<file path="config.mk">
export PLATFORM = sky130hd
export DESIGN_NAME = scr1_timer_mc_flat
export DESIGN_NICKNAME = d
export VERILOG_FILES = /design/src/rtl/scr1_timer_mc_if.sv /design/src/rtl/scr1_timer_mc.sv /design/src/flat_wrapper.sv
export SDC_FILE = /design/constraint.sdc
export NUM_CORES = 2
export LEC_CHECK = 0
export BUFFER_PORTS_ARGS = -buffer_cell sky130_fd_sc_hd__buf_2
export CAP_MARGIN = 40
export CORE_MARGIN = 5
export CORE_UTILIZATION = 64
export DETAILED_ROUTE_END_ITERATION = 8
export PLACE_DENSITY = 0.82
export SKIP_CTS_REPAIR_TIMING = 1
export SLEW_MARGIN = 0
export SYNTH_ARGS = -nofsm -noshare
export SYNTH_HDL_FRONTEND = slang
export SYNTH_SLANG_ARGS = --single-unit
</file>
<file path="constraint.sdc">
create_clock -name clk -period 22.1 [get_ports clk]
set_input_delay 2.21 -clock clk [delete_from_list [all_inputs] [get_ports clk]]
set_output_delay 2.21 -clock clk [all_outputs]
set_load 0.05 [all_outputs]
</file>
<file path="src/rtl/scr1_timer_mc_if.sv">
// Bus types and the SCR1 data-memory bus interface used by the multi-channel timer.

package scr1_timer_mc_pkg;

  localparam int unsigned DMEM_AWIDTH = 32;
  localparam int unsigned DMEM_DWIDTH = 32;

  typedef enum logic {
    SCR1_MEM_CMD_RD = 1'b0,
    SCR1_MEM_CMD_WR = 1'b1
  } type_scr1_mem_cmd_e;

  typedef enum logic [1:0] {
    SCR1_MEM_WIDTH_BYTE  = 2'b00,
    SCR1_MEM_WIDTH_HWORD = 2'b01,
    SCR1_MEM_WIDTH_WORD  = 2'b10,
    SCR1_MEM_WIDTH_ERROR = 2'b11
  } type_scr1_mem_width_e;

  typedef enum logic [1:0] {
    SCR1_MEM_RESP_NOTRDY = 2'b00,
    SCR1_MEM_RESP_RDY_OK = 2'b01,
    SCR1_MEM_RESP_RDY_ER = 2'b10
  } type_scr1_mem_resp_e;

endpackage

interface scr1_timer_mc_if;

  logic                                      dmem_req;
  scr1_timer_mc_pkg::type_scr1_mem_cmd_e     dmem_cmd;
  scr1_timer_mc_pkg::type_scr1_mem_width_e   dmem_width;
  logic [scr1_timer_mc_pkg::DMEM_AWIDTH-1:0] dmem_addr;
  logic [scr1_timer_mc_pkg::DMEM_DWIDTH-1:0] dmem_wdata;
  logic                                      dmem_req_ack;
  logic [scr1_timer_mc_pkg::DMEM_DWIDTH-1:0] dmem_rdata;
  scr1_timer_mc_pkg::type_scr1_mem_resp_e    dmem_resp;

  modport master (
    output dmem_req, dmem_cmd, dmem_width, dmem_addr, dmem_wdata,
    input  dmem_req_ack, dmem_rdata, dmem_resp
  );

  modport slave (
    input  dmem_req, dmem_cmd, dmem_width, dmem_addr, dmem_wdata,
    output dmem_req_ack, dmem_rdata, dmem_resp
  );

endinterface

</file>
<file path="src/rtl/scr1_timer_mc.sv">
// Multi-channel machine timer: 64-bit mtime with prescaler/RTC source and
// NUM_CMP compare channels (one-shot level or periodic sticky auto-reload).

module scr1_timer_mc
  import scr1_timer_mc_pkg::*;
#(
  parameter int unsigned NUM_CMP   = 4,
  parameter int unsigned DIV_WIDTH = 16
) (
  input  logic               clk,
  input  logic               rst,
  input  logic               rtc_in,
  scr1_timer_mc_if.slave     dmem,
  output logic [63:0]        timer_val,
  output logic [NUM_CMP-1:0] timer_irq
);

  // Address decode
  logic [7:0]               off;
  logic [3:0]               blk;
  logic [3:0]               ch_raw;
  logic [2:0]               ch_idx;
  logic [DMEM_AWIDTH-9:0]   unused_addr;
  logic                     word_ok;
  logic                     is_glob;
  logic                     is_ch;
  logic                     access_ok;
  logic                     wr;
  logic                     wr_ctrl;
  logic                     wr_div;
  logic                     wr_mlo;
  logic                     wr_mhi;
  logic                     wr_status;
  logic [31:0]              wdata;
  logic [31:0]              rdata_c;

  // Global state
  logic                     ctrl_en;
  logic                     ctrl_rtc;
  logic [DIV_WIDTH-1:0]     divider;
  logic [DIV_WIDTH-1:0]     cnt;
  logic [63:0]              mtime;
  logic [63:0]              mtime_inc;
  logic                     rtc_s1;
  logic                     rtc_s2;
  logic                     rtc_s3;
  logic                     rtc_pulse;
  logic                     cnt_en;
  logic                     tick;

  // Channel state
  logic [NUM_CMP-1:0][63:0] cmp_q;
  logic [NUM_CMP-1:0][63:0] cmp_post;
  logic [NUM_CMP-1:0][63:0] cmp_nxt;
  logic [NUM_CMP-1:0][63:0] reload;
  logic [NUM_CMP-1:0][31:0] period_q;
  logic [NUM_CMP-1:0]       ch_en;
  logic [NUM_CMP-1:0]       periodic;
  logic [NUM_CMP-1:0]       pending;
  logic [NUM_CMP-1:0]       pend_nxt;
  logic [NUM_CMP-1:0]       hit;
  logic [NUM_CMP-1:0]       wr_clo;
  logic [NUM_CMP-1:0]       wr_chi;
  logic [NUM_CMP-1:0]       wr_cctl;
  logic [NUM_CMP-1:0]       wr_cper;

  assign off         = dmem.dmem_addr[7:0];
  assign unused_addr = dmem.dmem_addr[DMEM_AWIDTH-1:8];
  assign wdata       = dmem.dmem_wdata;
  assign blk         = off[7:4];
  assign ch_raw      = blk - 4'd2;
  assign ch_idx      = ch_raw[2:0];
  assign word_ok     = (dmem.dmem_width == SCR1_MEM_WIDTH_WORD) && (off[1:0] == 2'b00);
  assign is_glob     = (blk == 4'h0) || ((blk == 4'h1) && (off[3:2] == 2'b00));
  assign is_ch       = (blk >= 4'h2) && (32'(ch_raw) < NUM_CMP);
  assign access_ok   = dmem.dmem_req && word_ok && (is_glob || is_ch);
  assign wr          = access_ok && (dmem.dmem_cmd == SCR1_MEM_CMD_WR);
  assign wr_ctrl     = wr && (off == 8'h00);
  assign wr_div      = wr && (off == 8'h04);
  assign wr_mlo      = wr && (off == 8'h08);
  assign wr_mhi      = wr && (off == 8'h0C);
  assign wr_status   = wr && (off == 8'h10);

  assign dmem.dmem_req_ack = 1'b1;

  // Prescaler enable: every clock, or one synchronised RTC rising edge
  assign rtc_pulse = rtc_s2 && !rtc_s3;
  assign cnt_en    = ctrl_en && (ctrl_rtc ? rtc_pulse : 1'b1);
  assign tick      = cnt_en && (cnt == '0);
  assign mtime_inc = mtime + 64'(tick);

  assign timer_val = mtime;
  // pending can only be set while CH_EN is set and is cleared with it
  assign timer_irq = pending;

  // Read data mux, reflects state before this cycle's write
  always_comb begin
    rdata_c = '0;
    case (off)
      8'h00:   rdata_c = {30'd0, ctrl_rtc, ctrl_en};
      8'h04:   rdata_c = 32'(divider);
      8'h08:   rdata_c = mtime[31:0];
      8'h0C:   rdata_c = mtime[63:32];
      8'h10:   rdata_c = 32'(pending);
      default: rdata_c = '0;
    endcase
    for (int i = 0; i < NUM_CMP; i++) begin
      if (is_ch && (ch_idx == 3'(i))) begin
        case (off[3:2])
          2'd0:    rdata_c = cmp_q[i][31:0];
          2'd1:    rdata_c = cmp_q[i][63:32];
          2'd2:    rdata_c = {30'd0, periodic[i], ch_en[i]};
          default: rdata_c = period_q[i];
        endcase
      end
    end
  end

  // Per-channel compare, reload and pending next-state
  always_comb begin
    cmp_post = cmp_q;
    cmp_nxt  = cmp_q;
    reload   = cmp_q;
    pend_nxt = pending;
    hit      = '0;
    wr_clo   = '0;
    wr_chi   = '0;
    wr_cctl  = '0;
    wr_cper  = '0;
    for (int i = 0; i < NUM_CMP; i++) begin
      wr_clo[i]   = wr && is_ch && (ch_idx == 3'(i)) && (off[3:2] == 2'd0);
      wr_chi[i]   = wr && is_ch && (ch_idx == 3'(i)) && (off[3:2] == 2'd1);
      wr_cctl[i]  = wr && is_ch && (ch_idx == 3'(i)) && (off[3:2] == 2'd2);
      wr_cper[i]  = wr && is_ch && (ch_idx == 3'(i)) && (off[3:2] == 2'd3);
      cmp_post[i] = {wr_chi[i] ? wdata : cmp_q[i][63:32],
                     wr_clo[i] ? wdata : cmp_q[i][31:0]};
      hit[i]      = ch_en[i] && (mtime >= cmp_post[i]);
      reload[i]   = cmp_post[i] + 64'(period_q[i]);
      cmp_nxt[i]  = cmp_post[i];
      if (periodic[i]) begin
        if (hit[i]) begin
          // set beats a same-cycle W1C; a CPU-written half beats the reload
          pend_nxt[i] = 1'b1;
          cmp_nxt[i]  = {wr_chi[i] ? wdata : reload[i][63:32],
                         wr_clo[i] ? wdata : reload[i][31:0]};
        end else if (wr_status && wdata[i]) begin
          pend_nxt[i] = 1'b0;
        end
      end else begin
        pend_nxt[i] = hit[i];
      end
      if (wr_cctl[i] && !wdata[0]) begin
        pend_nxt[i] = 1'b0;
      end
    end
  end

  // All state registers and the registered bus response
  always_ff @(posedge clk or posedge rst) begin
    if (rst) begin
      dmem.dmem_resp  <= SCR1_MEM_RESP_NOTRDY;
      dmem.dmem_rdata <= '0;
      ctrl_en         <= 1'b1;
      ctrl_rtc        <= 1'b0;
      divider         <= '0;
      cnt             <= '0;
      mtime           <= '0;
      rtc_s1          <= 1'b0;
      rtc_s2          <= 1'b0;
      rtc_s3          <= 1'b0;
      cmp_q           <= '0;
      period_q        <= '0;
      ch_en           <= '0;
      periodic        <= '0;
      pending         <= '0;
    end else begin
      rtc_s1 <= rtc_in;
      rtc_s2 <= rtc_s1;
      rtc_s3 <= rtc_s2;

      if (dmem.dmem_req) begin
        dmem.dmem_resp  <= access_ok ? SCR1_MEM_RESP_RDY_OK : SCR1_MEM_RESP_RDY_ER;
        dmem.dmem_rdata <= (access_ok && (dmem.dmem_cmd == SCR1_MEM_CMD_RD)) ? rdata_c : '0;
      end else begin
        dmem.dmem_resp  <= SCR1_MEM_RESP_NOTRDY;
        dmem.dmem_rdata <= '0;
      end

      if (wr_ctrl) begin
        ctrl_en  <= wdata[0];
        ctrl_rtc <= wdata[1];
      end
      if (wr_div) begin
        divider <= DIV_WIDTH'(wdata);
      end

      if (wr_div) begin
        cnt <= DIV_WIDTH'(wdata);
      end else if (tick) begin
        cnt <= divider;
      end else if (cnt_en) begin
        cnt <= cnt - DIV_WIDTH'(1);
      end

      mtime <= {wr_mhi ? wdata : mtime_inc[63:32],
                wr_mlo ? wdata : mtime_inc[31:0]};

      cmp_q   <= cmp_nxt;
      pending <= pend_nxt;
      for (int i = 0; i < NUM_CMP; i++) begin
        if (wr_cctl[i]) begin
          ch_en[i]    <= wdata[0];
          periodic[i] <= wdata[1];
        end
        if (wr_cper[i]) begin
          period_q[i] <= wdata;
        end
      end
    end
  end

endmodule

</file>
<file path="src/flat_wrapper.sv">
// flat-port wrapper written by rule: the top's interface ports become plain ports
module scr1_timer_mc_flat import scr1_timer_mc_pkg::*;
#(
  parameter int unsigned NUM_CMP   = 4,
  parameter int unsigned DIV_WIDTH = 16
)
  (clk, rst, rtc_in, timer_val, timer_irq, dmem_dmem_req, dmem_dmem_cmd, dmem_dmem_width, dmem_dmem_addr, dmem_dmem_wdata, dmem_dmem_req_ack, dmem_dmem_rdata, dmem_dmem_resp);
  scr1_timer_mc_if dmem_i ();
  input  logic clk;
  input  logic rst;
  input  logic rtc_in;
  output logic [63:0] timer_val;
  output logic [NUM_CMP-1:0] timer_irq;
  input wire logic [$bits(dmem_i.dmem_req)-1:0] dmem_dmem_req;
  input wire logic [$bits(dmem_i.dmem_cmd)-1:0] dmem_dmem_cmd;
  input wire logic [$bits(dmem_i.dmem_width)-1:0] dmem_dmem_width;
  input wire logic [$bits(dmem_i.dmem_addr)-1:0] dmem_dmem_addr;
  input wire logic [$bits(dmem_i.dmem_wdata)-1:0] dmem_dmem_wdata;
  output wire logic [$bits(dmem_i.dmem_req_ack)-1:0] dmem_dmem_req_ack;
  output wire logic [$bits(dmem_i.dmem_rdata)-1:0] dmem_dmem_rdata;
  output wire logic [$bits(dmem_i.dmem_resp)-1:0] dmem_dmem_resp;
  assign dmem_i.dmem_req = dmem_dmem_req;
  assign dmem_i.dmem_cmd = dmem_dmem_cmd;
  assign dmem_i.dmem_width = dmem_dmem_width;
  assign dmem_i.dmem_addr = dmem_dmem_addr;
  assign dmem_i.dmem_wdata = dmem_dmem_wdata;
  assign dmem_dmem_req_ack = dmem_i.dmem_req_ack;
  assign dmem_dmem_rdata = dmem_i.dmem_rdata;
  assign dmem_dmem_resp = dmem_i.dmem_resp;
  scr1_timer_mc #(.NUM_CMP(NUM_CMP), .DIV_WIDTH(DIV_WIDTH)) u_core (.clk(clk), .rst(rst), .rtc_in(rtc_in), .dmem(dmem_i), .timer_val(timer_val), .timer_irq(timer_irq));
endmodule
</file>
==> flow_metrics.tcl <==
set metrics [dict create \
    final_common_cell "nand2_1" \
    peakVddDrop_mv 0.0567 \
    regToRegEndpoint "u_core.timer_val[58]" \
    skew_ns 0.0195 \
    cp-start-kind "input port" \
    hold_viol 0 \
    maxSlewHeadroom 0.266 \
    grt_pass1_wl_um 254000 \
    endpoint_kind "register" \
    numCtsBuffers 66 \
    tritoncts "yes" \
    p_int_mw 1.77 \
    status "complete, but fails checks" \
    pre_cts_ws_ns 13.30 \
    antenna_found_initial 13 \
    min_path_cells 0 \
    violations "DRC" \
    die_area_um2 74800 \
    cts_max_path_buffers 3 \
    yosysWarnings 0 \
    port_buffers 148 \
    dr.pass1.iters 9 \
    wl_per_cell_um 26.6 \
    setup_viol 0 \
    die_y_um 273 \
    first_iter_violations 6873 \
    cp.required_ns 22.62 \
    start_util 0.647 \
    combPwrFrac 0.117 \
    fin_cells 6399 \
    worstHoldEndpoint "u_core.rtc_s2" \
    worst_slew_pin_slew_ns 1.09 \
    synthArstFlopShare 1.00 \
    drv_slew 0 \
    power_mw 2.44 \
    grt_max_degree 119 \
    die_w_um 273 \
    hpwl_um 121000 \
    numPlacedInstances 6272 \
    ant_nets 0 \
    synthesis.area_um2 44400 \
    synth.distinct_cells 102 \
    rr_startpoint "u_core.cnt[2]" \
    arrival_ns 9.18 \
    clk_pin_slew_ns 0.06 \
    timing.setup.tns_ns 0 \
    final_cell_mix "nand2_1, dfrtp_1, a21oi_1, nor2_1" \
    num-nets-final 5856 \
    fmax_mhz 115 \
    cts-root-buf "clkbuf_16" \
    cap_violations 0 \
    holdWs_ns 0.357 \
    crit_fanout 56 \
    r2r_slack_ns 15.02 \
    drt_wl_total_um 170000 \
    period_needed_ns 8.66 \
    powerDensity_nw_per_um2 50.4 \
    avgSynthCellArea_um2 8.21 \
    io_pins 174 \
    crit_type "input port to register" \
    p_sw_frac 0.275 \
    placementRows 96 \
    drive_gt1_frac 0.108 \
    leakage_nw 22.2 \
    vias_per_cell 6.99 \
    synthToLayoutAreaGrowth_pct 8.91 \
    cts_max_level 3 \
    core_region_area_um2 68700 \
    fin_ws_ns 13.44 \
    track_usage 0.440 \
    seq_area_frac_synth 0.299 \
    p_sw_mw 0.670 \
    synth_edf_count 0 \
    synth_seq_cells 531 \
    vias 44700 \
    clock-sinks 531 \
    overflow 0 \
    pwr-share-seq 0.413 \
    worstSkewPairLatency_ns 0.63 \
    hold_path.startpoint "u_core.rtc_s1" \
    rr_worst_depth 19 \
    rsz0062_at_grt "false" \
    route.detailed.drc 5 \
    p_clk_frac 0.470 \
    syn_nets 5856 \
    gp_congestion 1.04 \
    hold_path_class "register to register" \
    ys.flop_type "dfrtp_1" \
    min_period_over_period 0.392 \
    grt_pass1_vias 41700 \
    synthCells 5412 \
]
## how the worst max path moves through the flow
stage	startpoint	end	slack [ns]	cells past startpoint
floorplan	rst	u_core.ch_en[0]	5.05	1
global placement	dmem_dmem_addr[2]	u_core.cmp_q[126]	13.27	19
detailed placement	dmem_dmem_addr[4]	u_core.cmp_q[38]	13.30	21
CTS	dmem_dmem_addr[4]	u_core.cmp_q[38]	13.88	21
global route	dmem_dmem_addr[5]	u_core.cmp_q[184]	13.39	24
finish	dmem_dmem_addr[4]	u_core.cmp_q[38]	13.44	21
## metrics by stage
stage	utilization	cell area, µm²
4_1_cts	0.704	48400
5_1_grt	0.704	48400
2_1_floorplan	-	44400
3_3_place_gp	0.668	45900
6_report	0.704	48400
3_5_place_dp	0.671	46100
## registers in the layout, summed over array words and instances (netlist names), 4 cells and up
register	flops
u_core.divider	16
u_core.cnt	16
u_core.ch_en	4
u_core.periodic	4
u_core.timer_irq	4
u_core.period_q	128
u_core.timer_val	64
u_core.dmem.dmem_rdata	32
u_core.cmp_q	256
## power by group through the flow
stage	clock network [mW]	logic, mW	registers [mW]
after floorplan	0	0.190	1.02
after global placement	0	0.265	1.02
after detailed placement	0	0.273	1.02
after CTS	1.15	0.275	1.01
after global routing	1.18	0.305	1.01
final	1.15	0.284	1.01
## Yosys cell counts, types with 87 or more instances
cell        n  area share
a21oi_1   465       0.052
ha_1      369        0.10
xnor2_1   150       0.030
nand4_1   100       0.014
o21ai_0   369       0.042
inv_1     198       0.017
clkbuf_1  272       0.023
nor2_1    413       0.035
dfrtp_1   530        0.30
nand2_1   699       0.059
mux2_2    146       0.037
xor2_1    103       0.020
nor3_1     87      0.0098
nand3_1   154       0.017
a21o_1    150       0.025
mux2i_1   249       0.056
## metal layers
metal  vias to the layer above  GRT usage  part of all wire
met1                     20800      0.574              0.37
li1                      19500          -                 -
met2                      3486      0.631              0.40
met5                         -          0          0.000065
met4                         2      0.297             0.088
met3                       847      0.130              0.14
## critical path, cell delays in order
cell and delay, ns:
buf_2 0.29, buf_4 0.51, inv_2 0.21, nand3_1 0.12, buf_4 0.45, nor2_4 0.09, buf_4 0.31, nand2_1 0.15
a21boi_0 0.52, inv_1 0.11, ha_1 0.39, and3_1 0.21, nand2_1 0.07, a211o_1 0.30, a211oi_1 0.49, o31ai_1 0.24
a21oi_1 0.48, a41oi_1 0.52, a211oi_1 0.90, nand2_1 0.23, o311ai_1 0.31
## cell families after synthesis
logic type	count (synthesis)	synth area share
compound gates	1489	0.209
xor+xnor	254	0.0502
fa+ha+maj	373	0.106
buf+inv	526	0.0451
flops	531	0.299
mux	405	0.0977
other cells	1	0.0000844
simple gates	1833	0.193
## area by class of cell
cell class | count | area, µm²
fillers | 5493 | 20300
flip-flops and latches | 531 | 13300
multi-input cells | 4355 | 29300
well taps | 931 | 1160
clock inverters | 23 | 285
diodes | 8 | 20.0
inverters | 200 | 758
repair buffers | 258 | 1650
clock buffers | 93 | 1950
Power figures use the tool's default switching activity.
